<file path="src/rtl/sc_stream_decoder.sv">
// Stochastic-to-binary decoder: counts ones over a window of 2^WIDTH accepted
// samples and hands the count downstream through a ready/valid port.
module sc_stream_decoder #(
  parameter int WIDTH = 8
) (
  input  logic             clk,
  input  logic             rst,
  input  logic             in_bit,
  input  logic             in_valid,
  input  logic             clear,
  output logic [WIDTH:0]   out_value,
  output logic             out_valid,
  input  logic             out_ready,
  output logic             overrun
);

  logic [WIDTH-1:0] r_samp_cnt;
  logic [WIDTH:0]   r_ones_cnt;
  logic [WIDTH:0]   r_out_value;
  logic             r_out_valid;
  logic             r_overrun;

  logic             w_accept;
  logic             w_last;
  logic             w_complete;
  logic             w_xfer;
  logic [WIDTH:0]   w_bit_ext;
  logic [WIDTH:0]   w_ones_next;

  // clear takes priority over in_valid, so a coincident sample is dropped
  assign w_accept    = in_valid & ~clear;
  assign w_last      = &r_samp_cnt;
  assign w_complete  = w_accept & w_last;
  assign w_xfer      = r_out_valid & out_ready;
  assign w_bit_ext   = {{WIDTH{1'b0}}, in_bit};
  assign w_ones_next = r_ones_cnt + w_bit_ext;

  always_ff @(posedge clk) begin
    if (rst) begin
      r_samp_cnt  <= '0;
      r_ones_cnt  <= '0;
      r_out_value <= '0;
      r_out_valid <= 1'b0;
      r_overrun   <= 1'b0;
    end else begin
      if (clear || w_complete) begin
        r_samp_cnt <= '0;
        r_ones_cnt <= '0;
      end else if (w_accept) begin
        r_samp_cnt <= r_samp_cnt + 1'b1;
        r_ones_cnt <= w_ones_next;
      end

      // A completion always wins the output register; overrun only when the old result was never taken
      if (w_complete) begin
        r_out_value <= w_ones_next;
        r_out_valid <= 1'b1;
        if (r_out_valid && !out_ready) begin
          r_overrun <= 1'b1;
        end
      end else if (w_xfer) begin
        r_out_valid <= 1'b0;
      end
    end
  end

  assign out_value = r_out_value;
  assign out_valid = r_out_valid;
  assign overrun   = r_overrun;

endmodule

</file>
<file path="config.mk">
export PLATFORM = sky130hd
export DESIGN_NAME = sc_stream_decoder
export DESIGN_NICKNAME = d
export VERILOG_FILES = /design/src/rtl/sc_stream_decoder.sv
export SDC_FILE = /design/constraint.sdc
export NUM_CORES = 1
export LEC_CHECK = 0
export ABC_AREA = 1
export CAP_MARGIN = 10
export CORE_MARGIN = 1.5
export CORE_UTILIZATION = 32
export DETAILED_ROUTE_END_ITERATION = 8
export GPL_ROUTABILITY_DRIVEN = 0
export GPL_TIMING_DRIVEN = 0
export PLACE_DENSITY = 0.54
export SKIP_CTS_REPAIR_TIMING = 1
export SYNTH_ARGS = -nofsm -noshare
export SYNTH_HDL_FRONTEND = slang
export SYNTH_SLANG_ARGS = --single-unit
export TNS_END_PERCENT = 1
</file>
<file path="constraint.sdc">
create_clock -name clk -period 3.86 [get_ports clk]
set_input_delay 1.158 -clock clk [delete_from_list [all_inputs] [get_ports clk]]
set_output_delay 1.158 -clock clk [all_outputs]
set_load 0.02 [all_outputs]
</file>
Word-level counts from Yosys, hierarchy flattened
Index checks and enable logic that the tools add are counted.
{"block": "word_totals", "ff_bits": 28, "latchBits": 0, "mem_bits_rw": 0, "romBits": 0, "in_bits": 6, "out_inout_bits": 11, "wordCells": 20, "n_memories": 0}
{"block": "op_classes", "n_addsub": 2, "n_mul": 0, "n_div": 0, "magnitude_cmp": 0, "eq_ne": 0, "n_shift": 0, "muxes": 2, "n_bitwise": 4, "reduce_logical": 7}
{"operator": "9-bit by 1-bit adder with 9-bit output", "count": 1}
{"operator": "8-bit by 1-bit adder with 8-bit output (second input constant)", "count": 1}
{"operator": "8-bit AND reduction", "count": 1}
{"operator": "1-bit bitwise AND", "count": 3}
{"operator": "1-bit two-way mux", "count": 2}
{"operator": "2-bit AND reduction", "count": 1}
{"operator": "2-bit nonzero test", "count": 1}
{"operator": "2-bit OR reduction", "count": 1}
{"operator": "1-bit logical AND", "count": 1}
{"operator": "1-bit logical NOT", "count": 1}
{"operator": "1-bit logical OR", "count": 1}
{"operator": "1-bit inverter", "count": 1}

Longest topological paths before layout
Gate-level depths: netlist of the first run.
{"block": "logic_depth", "depth_word": 5, "mapped_depth": 9, "mapped_depth_nobuf": 9}

Worst setup path after synthesis of the first run
OpenSTA, ideal clock, no wires.
{"block": "synth_timing", "path_kind": "input port to flip-flop", "from": "input in_bit", "to": "register r_ones_cnt[8]", "setup_ns": 0.111, "t_arrival_ns": 1.990, "required_time_ns": 3.749, "path_slack_ns": 1.758, "path_stages": 8, "n_path_buf": 0, "cell_sequence": "ha_1 -> ha_1 -> nand3_1 -> inv_1 -> nand3_1 -> nand2_1 -> nor2_1 -> nor2_1"}
{"block": "synth_between", "elab_chain_len": 1}
{"item": "from (decl)", "line": "8", "text": "input logic in_bit,"}
{"item": "9-bit by 1-bit adder with 9-bit output", "line": "36", "text": "assign w_ones_next = r_ones_cnt + w_bit_ext;"}
{"item": "to (signal assigned)", "line": "51", "text": "r_ones_cnt <= w_ones_next;"}
{"item": "to (decl)", "line": "18", "text": "logic [WIDTH:0] r_ones_cnt;"}
Every way passes these cells.
A chain may end at the register's enable or synchronous reset.

Worst setup path after layout of the first run
{"block": "layout_timing", "from": "input in_bit", "to": "register r_out_value[6] (netlist: out_value[6])"}
{"block": "layout_between", "elab_chain_len": 1}
{"item": "9-bit by 1-bit adder with 9-bit output", "line": "36"}
{"item": "to (signal assigned)", "line": "56", "text": "r_out_value <= w_ones_next;"}
{"item": "to (decl)", "line": "19", "text": "logic [WIDTH:0] r_out_value;"}
Every way passes these cells.

==> results of run 1 <==
==> placed cells by master, fill, tap and decap left out <==
| master | instances |
|---|---|
| a21oi_1 | 12 |
| a21oi_2 | 3 |
| buf_2 | 1 |
| buf_4 | 2 |
| buf_6 | 1 |
| bufinv_16 | 1 |
| clkbuf_8 | 3 |
| clkdlybuf4s50_1 | 16 |
| dfxtp_1 | 28 |
| ha_1 | 3 |
| inv_1 | 30 |
| nand2_1 | 62 |
| nand2_2 | 2 |
| nand3_1 | 13 |
| nand3_4 | 1 |
| nand4_1 | 5 |
| nor2_1 | 34 |
| nor2_4 | 3 |
| o21ai_0 | 4 |
| o21bai_1 | 1 |
| or2_0 | 1 |
| xor2_1 | 2 |
==> power breakdown <==
part	internal, uW	switching (uW)
Clock	139	93.4
Sequential	291	1.60
Combinational	11.3	17.3
Total	441	112
==> layout make-up <==
| type | count | share of cell area (%) |
|---|---|---|
| multi-input combinational | 146 | 41.1 |
| sequential | 28 | 33.1 |
| timing repair buffer | 16 | 9.45 |
| inverter | 30 | 6.65 |
| tap | 50 | 3.69 |
| clock buffer | 3 | 2.44 |
| buffer | 4 | 1.85 |
| clock inverter | 1 | 1.77 |
==> layer usage <==
layer	global-route usage, %	up-vias
li1	-	684
met1	16.2	532
met2	19.7	22
met3	2.19	6
met4	3.92	0
met5	0	-
==> cells by family after synthesis <==
family / after synthesis / share of synthesized area [%]
and+or+nand+nor: 121 / 37.6
xor gates and xnor gates: 2 / 1.25
buffers and inverters: 34 / 10.3
AOI/OAI and AO/OA: 20 / 8.13
adders and majority gates: 3 / 2.68
DFF: 28 / 40.0
==> per-stage QoR <==
| stage | setup slack [ps] | util (%) |
|---|---|---|
| 6_report | 1380 | 41.2 |
| 5_1_grt | 1150 | 41.2 |
| 4_1_cts | 1370 | 41.2 |
| 3_5_place_dp | 1100 | 39.4 |
| 3_3_place_gp | 1120 | 39.4 |
| 2_1_floorplan | 1760 | - |
==> registers in the layout, indices dropped and copies added, names as in the netlist <==
name	cells
out_value	9
overrun	1
r_samp_cnt	8
out_valid	1
r_ones_cnt	9
==> final timing paths <==
path / startpoint / to / slack [ps] / depth (start not counted)
worst min-delay path: out_value[0]$_SDFFE_PP0P_ / out_value[0]$_SDFFE_PP0P_ / 470 / 2
worst min register to register: out_value[0]$_SDFFE_PP0P_ / out_value[0]$_SDFFE_PP0P_ / 470 / 2
worst max register to register: r_ones_cnt[0]$_SDFFE_PP0P_ / out_value[6]$_SDFFE_PP0P_ / 2390 / 7
worst max-delay path: in_bit / out_value[6]$_SDFFE_PP0P_ / 1380 / 8
==> critical path: stages <==
cell and delay (ps):
clkdlybuf4s50_1 460, ha_1 190, ha_1 220, nand3_1 170, o21ai_0 210, nand2_1 100
nor2_1 100, nor2_1 40
==> results.ini, run 1 <==
[logic_synthesis]
synth_top_cell_by_area=dfxtp_1
synthMostInstantiatedCell=nand2_1
synthFlopType=dfxtp_1
synth_commonest_cells=nand2_1 (62), nor2_1 (34), inv_1 (30)
synth-seq-cells=28
ys.warnings.count=0
yosysUniqueCellTypes=19
synth.area.top_cells=dfxtp_1 (40%), nand2_1 (17%), nor2_1 (9.1%)
syn_area_um2=1400
syn_nets=217
ys_seq_area_share_pct=40.0
syn_inst=208
yosys.area.top_type_share_pct=40.0
avgSynthCellArea_um2=6.73
ys_async_sr_fraction_pct=0
synth-edff-count=0

[clock_network]
clock_sinks=28
clock_latency_ps=280
clock_path_buffers=2
clock-root-buffer=clkbuf_8
path_clk_slew_ps=100
cts_tree=built
htreeDepth=1
numCtsBuffers=3

[run]
cap_violations=0

[timing]
clock_skew_ps=5.01
rsz0062_at_grt=no
tns_ps=0
slew_headroom_pct=81.1
finalCritPeriodShare_pct=64.2
whs_ps=467
fmaxAchievable_mhz=404
setup_viol=0
hold_viol_final=0
min_period_ps=2480
slew_viol_final=0
worst_pin_slew_ps=283

[floorplan]
die_y_um=69.1
dieArea_um2=4780
fp.dieW_um=69.1
num_io_pins=17
rows=23
initial_core_util_pct=34.0
core-area_um2=4120

[global_routing]
track_usage_pct=12.1
grt_pass1_wl_um=4800
grt_max_degree=17
antenna_found_initial=0
grt_pass1_vias=1102
overflow=0

[route]
vias=1244
drt_iter0_drc=38
viasPerCell=4.47
wl_met1_um=1340
dr_wl_met3_um=79
antenna_left=0
totalWireLength_um=2630
wl_met2_um=1160
top_layer=met4
route.detailed.drc=0
drt-wirelength-per-cell_um=9.46
drt-pass1-iter-count=4

[place]
numPortBuffers=16
dp.cells=274
hpwl_um=2030
dpl_cell_area_um2=1620

[critical_path]
critPathMaxFanout=4
endpoint_kind=register
startpoint_type=primary input
arrival_ps=2660
worstPathRequired_ps=4040
crit_type=primary input to register

[power]
power.density_nw_per_um2=327
power_uw=553
cellLeakagePower_uw=0.000728
ir_drop_mv=0.115

[cells_and_area]
fin_nets=238
area_growth_pct=21.0
drive_gt1_share_pct=7.46
antennaDiodeCount=0
multi_input_area_um2=696
nFillCells=438
seqCellArea_um2=561
fin_area_um2=1690
finalNonFillerCells=278

[status]
outcome=finished, final reports clean

[min_path]
hold_path_class=register to register

(Power assumes the default switching activity.)
==> run 2: changes to the inputs <==
--- a/config.mk
+++ b/config.mk
@@ -12,7 +12,7 @@
 export DETAILED_ROUTE_END_ITERATION = 8
 export GPL_ROUTABILITY_DRIVEN = 0
 export GPL_TIMING_DRIVEN = 0
-export PLACE_DENSITY = 0.54
+export PLACE_DENSITY = 0.56
 export SKIP_CTS_REPAIR_TIMING = 1
 export SYNTH_ARGS = -nofsm -noshare
 export SYNTH_HDL_FRONTEND = slang
==> constraint.sdc (replaced) <==
create_clock -name clk -period 2.05 [get_ports clk]
set_input_delay 0.615 -clock clk [delete_from_list [all_inputs] [get_ports clk]]
set_output_delay 0.615 -clock clk [all_outputs]
set_load 0.02 [all_outputs]
==> results.ini, run 2 (synthesized netlist as in run 1, its figures left out) <==
[cells_and_area]
final_common_cell=nand2_1
fin_nets=238
layout_common_cells=nand2_1 (62), nor2_1 (34), inv_1 (30)
fin_area_um2=1680
fin_util_pct=40.8
area_growth_pct=20.0
drive_gt1_share_pct=7.89
finalNonFillerCells=278
antennaDiodeCount=0

[timing]
slew_viol_final=0
setup_viol=0
rsz0062_at_grt=no
clock_skew_ps=6.60
slew_headroom_pct=81.4
hold_viol_final=0
worst_pin_slew_ps=278
finalCritPeriodShare_pct=91.7
fmaxAchievable_mhz=532
postLayoutSetupSlackWorst_ps=170
tns_ps=0
min_period_ps=1880

[clock_network]
clock_sinks=28
htreeDepth=1
cts_tree=built
path_clk_slew_ps=100
clock_path_buffers=2
clock-root-buffer=clkbuf_8
numCtsBuffers=3
clock_latency_ps=270

[critical_path]
arrival_ps=2060
worstPathRequired_ps=2230
critPathMaxFanout=4
cp_slowest_stage_delay_ps=460
endpoint_kind=register
setup.worst_path.start=in_bit
path_cells=clkdlybuf4s50_1, ha_1, ha_2, nand3_1, o21ai_0, nand2_1, nor2_1, nor2_1
startpoint_type=primary input
crit_type=primary input to register
crit_path_frequent_cell=nor2_1
critical-path-slowest-cell=clkdlybuf4s50_1
reg2reg_from=r_samp_cnt[0]$_SDFFE_PP0P_

[route]
vias=1219
antenna_left=0
viasPerCell=4.38
top_layer=met4
wl_met1_um=1410
dr_wl_met3_um=72
totalWireLength_um=2670
drt-pass1-iter-count=4
drt-wirelength-per-cell_um=9.61
wl_met2_um=1170
route.detailed.drc=0
drt_iter0_drc=37

[global_routing]
track_usage_pct=12.3
grt_max_degree=16
antenna_found_initial=0
grt_pass1_vias=1144
overflow=0
grt_pass1_wl_um=4960

[floorplan]
rows=23
fp.dieW_um=69.1
die_y_um=69.1
dieArea_um2=4780
num_io_pins=17
core-area_um2=4120
initial_core_util_pct=34.0

[place]
numPortBuffers=16
hpwl_um=2040
dp.cells=274
dpl_cell_area_um2=1620
post-place-ws_ps=-157

[min_path]
hold_path_class=register to register
worstHoldStart=out_value[0]$_SDFFE_PP0P_

[power]
cellLeakagePower_uw=0.000718
ir_drop_mv=0.283
power.density_nw_per_um2=563

[status]
outcome=finished, final reports clean

[run]
cap_violations=0

run 2: cell types whose count changed in the layout (fill, tap and decap cells not counted):
cell	delta
bufinv_16	-1
clkbuf_8	+1
ha_1	-1
ha_2	+1
run 2: where the power goes:
| part | leakage [uW] | switching [uW] | total [uW] | internal, uW |
|---|---|---|---|---|
| Clock | 0.0000288 | 169 | 340 | 172 |
| Combinational | 0.000464 | 33.4 | 54.7 | 21.3 |
| Sequential | 0.000226 | 2.97 | 550 | 547 |
| Total | 0.000718 | 205 | 945 | 740 |
run 2: final timing paths:
path / cells past startpoint / end / slack (ps)
setup / recovery: 8 / r_ones_cnt[6]$_SDFFE_PP0P_ / 170
setup reg to reg: 7 / r_ones_cnt[2]$_SDFFE_PP0P_ / 550
hold reg to reg: 2 / out_value[0]$_SDFFE_PP0P_ / 460
hold / removal: 2 / out_value[0]$_SDFFE_PP0P_ / 460
run 2: worst max-delay path, delay by kind of cell:
| kind | cells | cell delay [ps] |
|---|---|---|
| buffers and inverters | 1 | 460 |
| adder cells (fa/ha/maj) | 2 | 400 |
| AO/OA/AOI/OAI | 1 | 180 |
| AND/OR/NAND/NOR | 4 | 380 |
run 2: layout make-up:
type	instances	area, um2
Timing Repair Buffer	16	160
Fill cell	435	2430
Buffer	4	31.3
Multi-Input combinational cell	146	698
Inverter	30	113
Clock buffer	4	55.1
Tap cell	50	62.6
Sequential cell	28	561
run 2: stage by stage:
step / hold slack (ps) / total power (uW)
floorplan: 442 / 595
global placement: 452 / 618
detailed placement: 457 / 618
CTS: 471 / 961
global route: 493 / 994
finish: 465 / 945
run 2: routing by layer:
layer / global-route usage, % / up-vias
met5: 0 / -
met4: 1.96 / 0
met3: 2.63 / 2
met2: 20.3 / 19
met1: 16.7 / 511
li1: - / 687
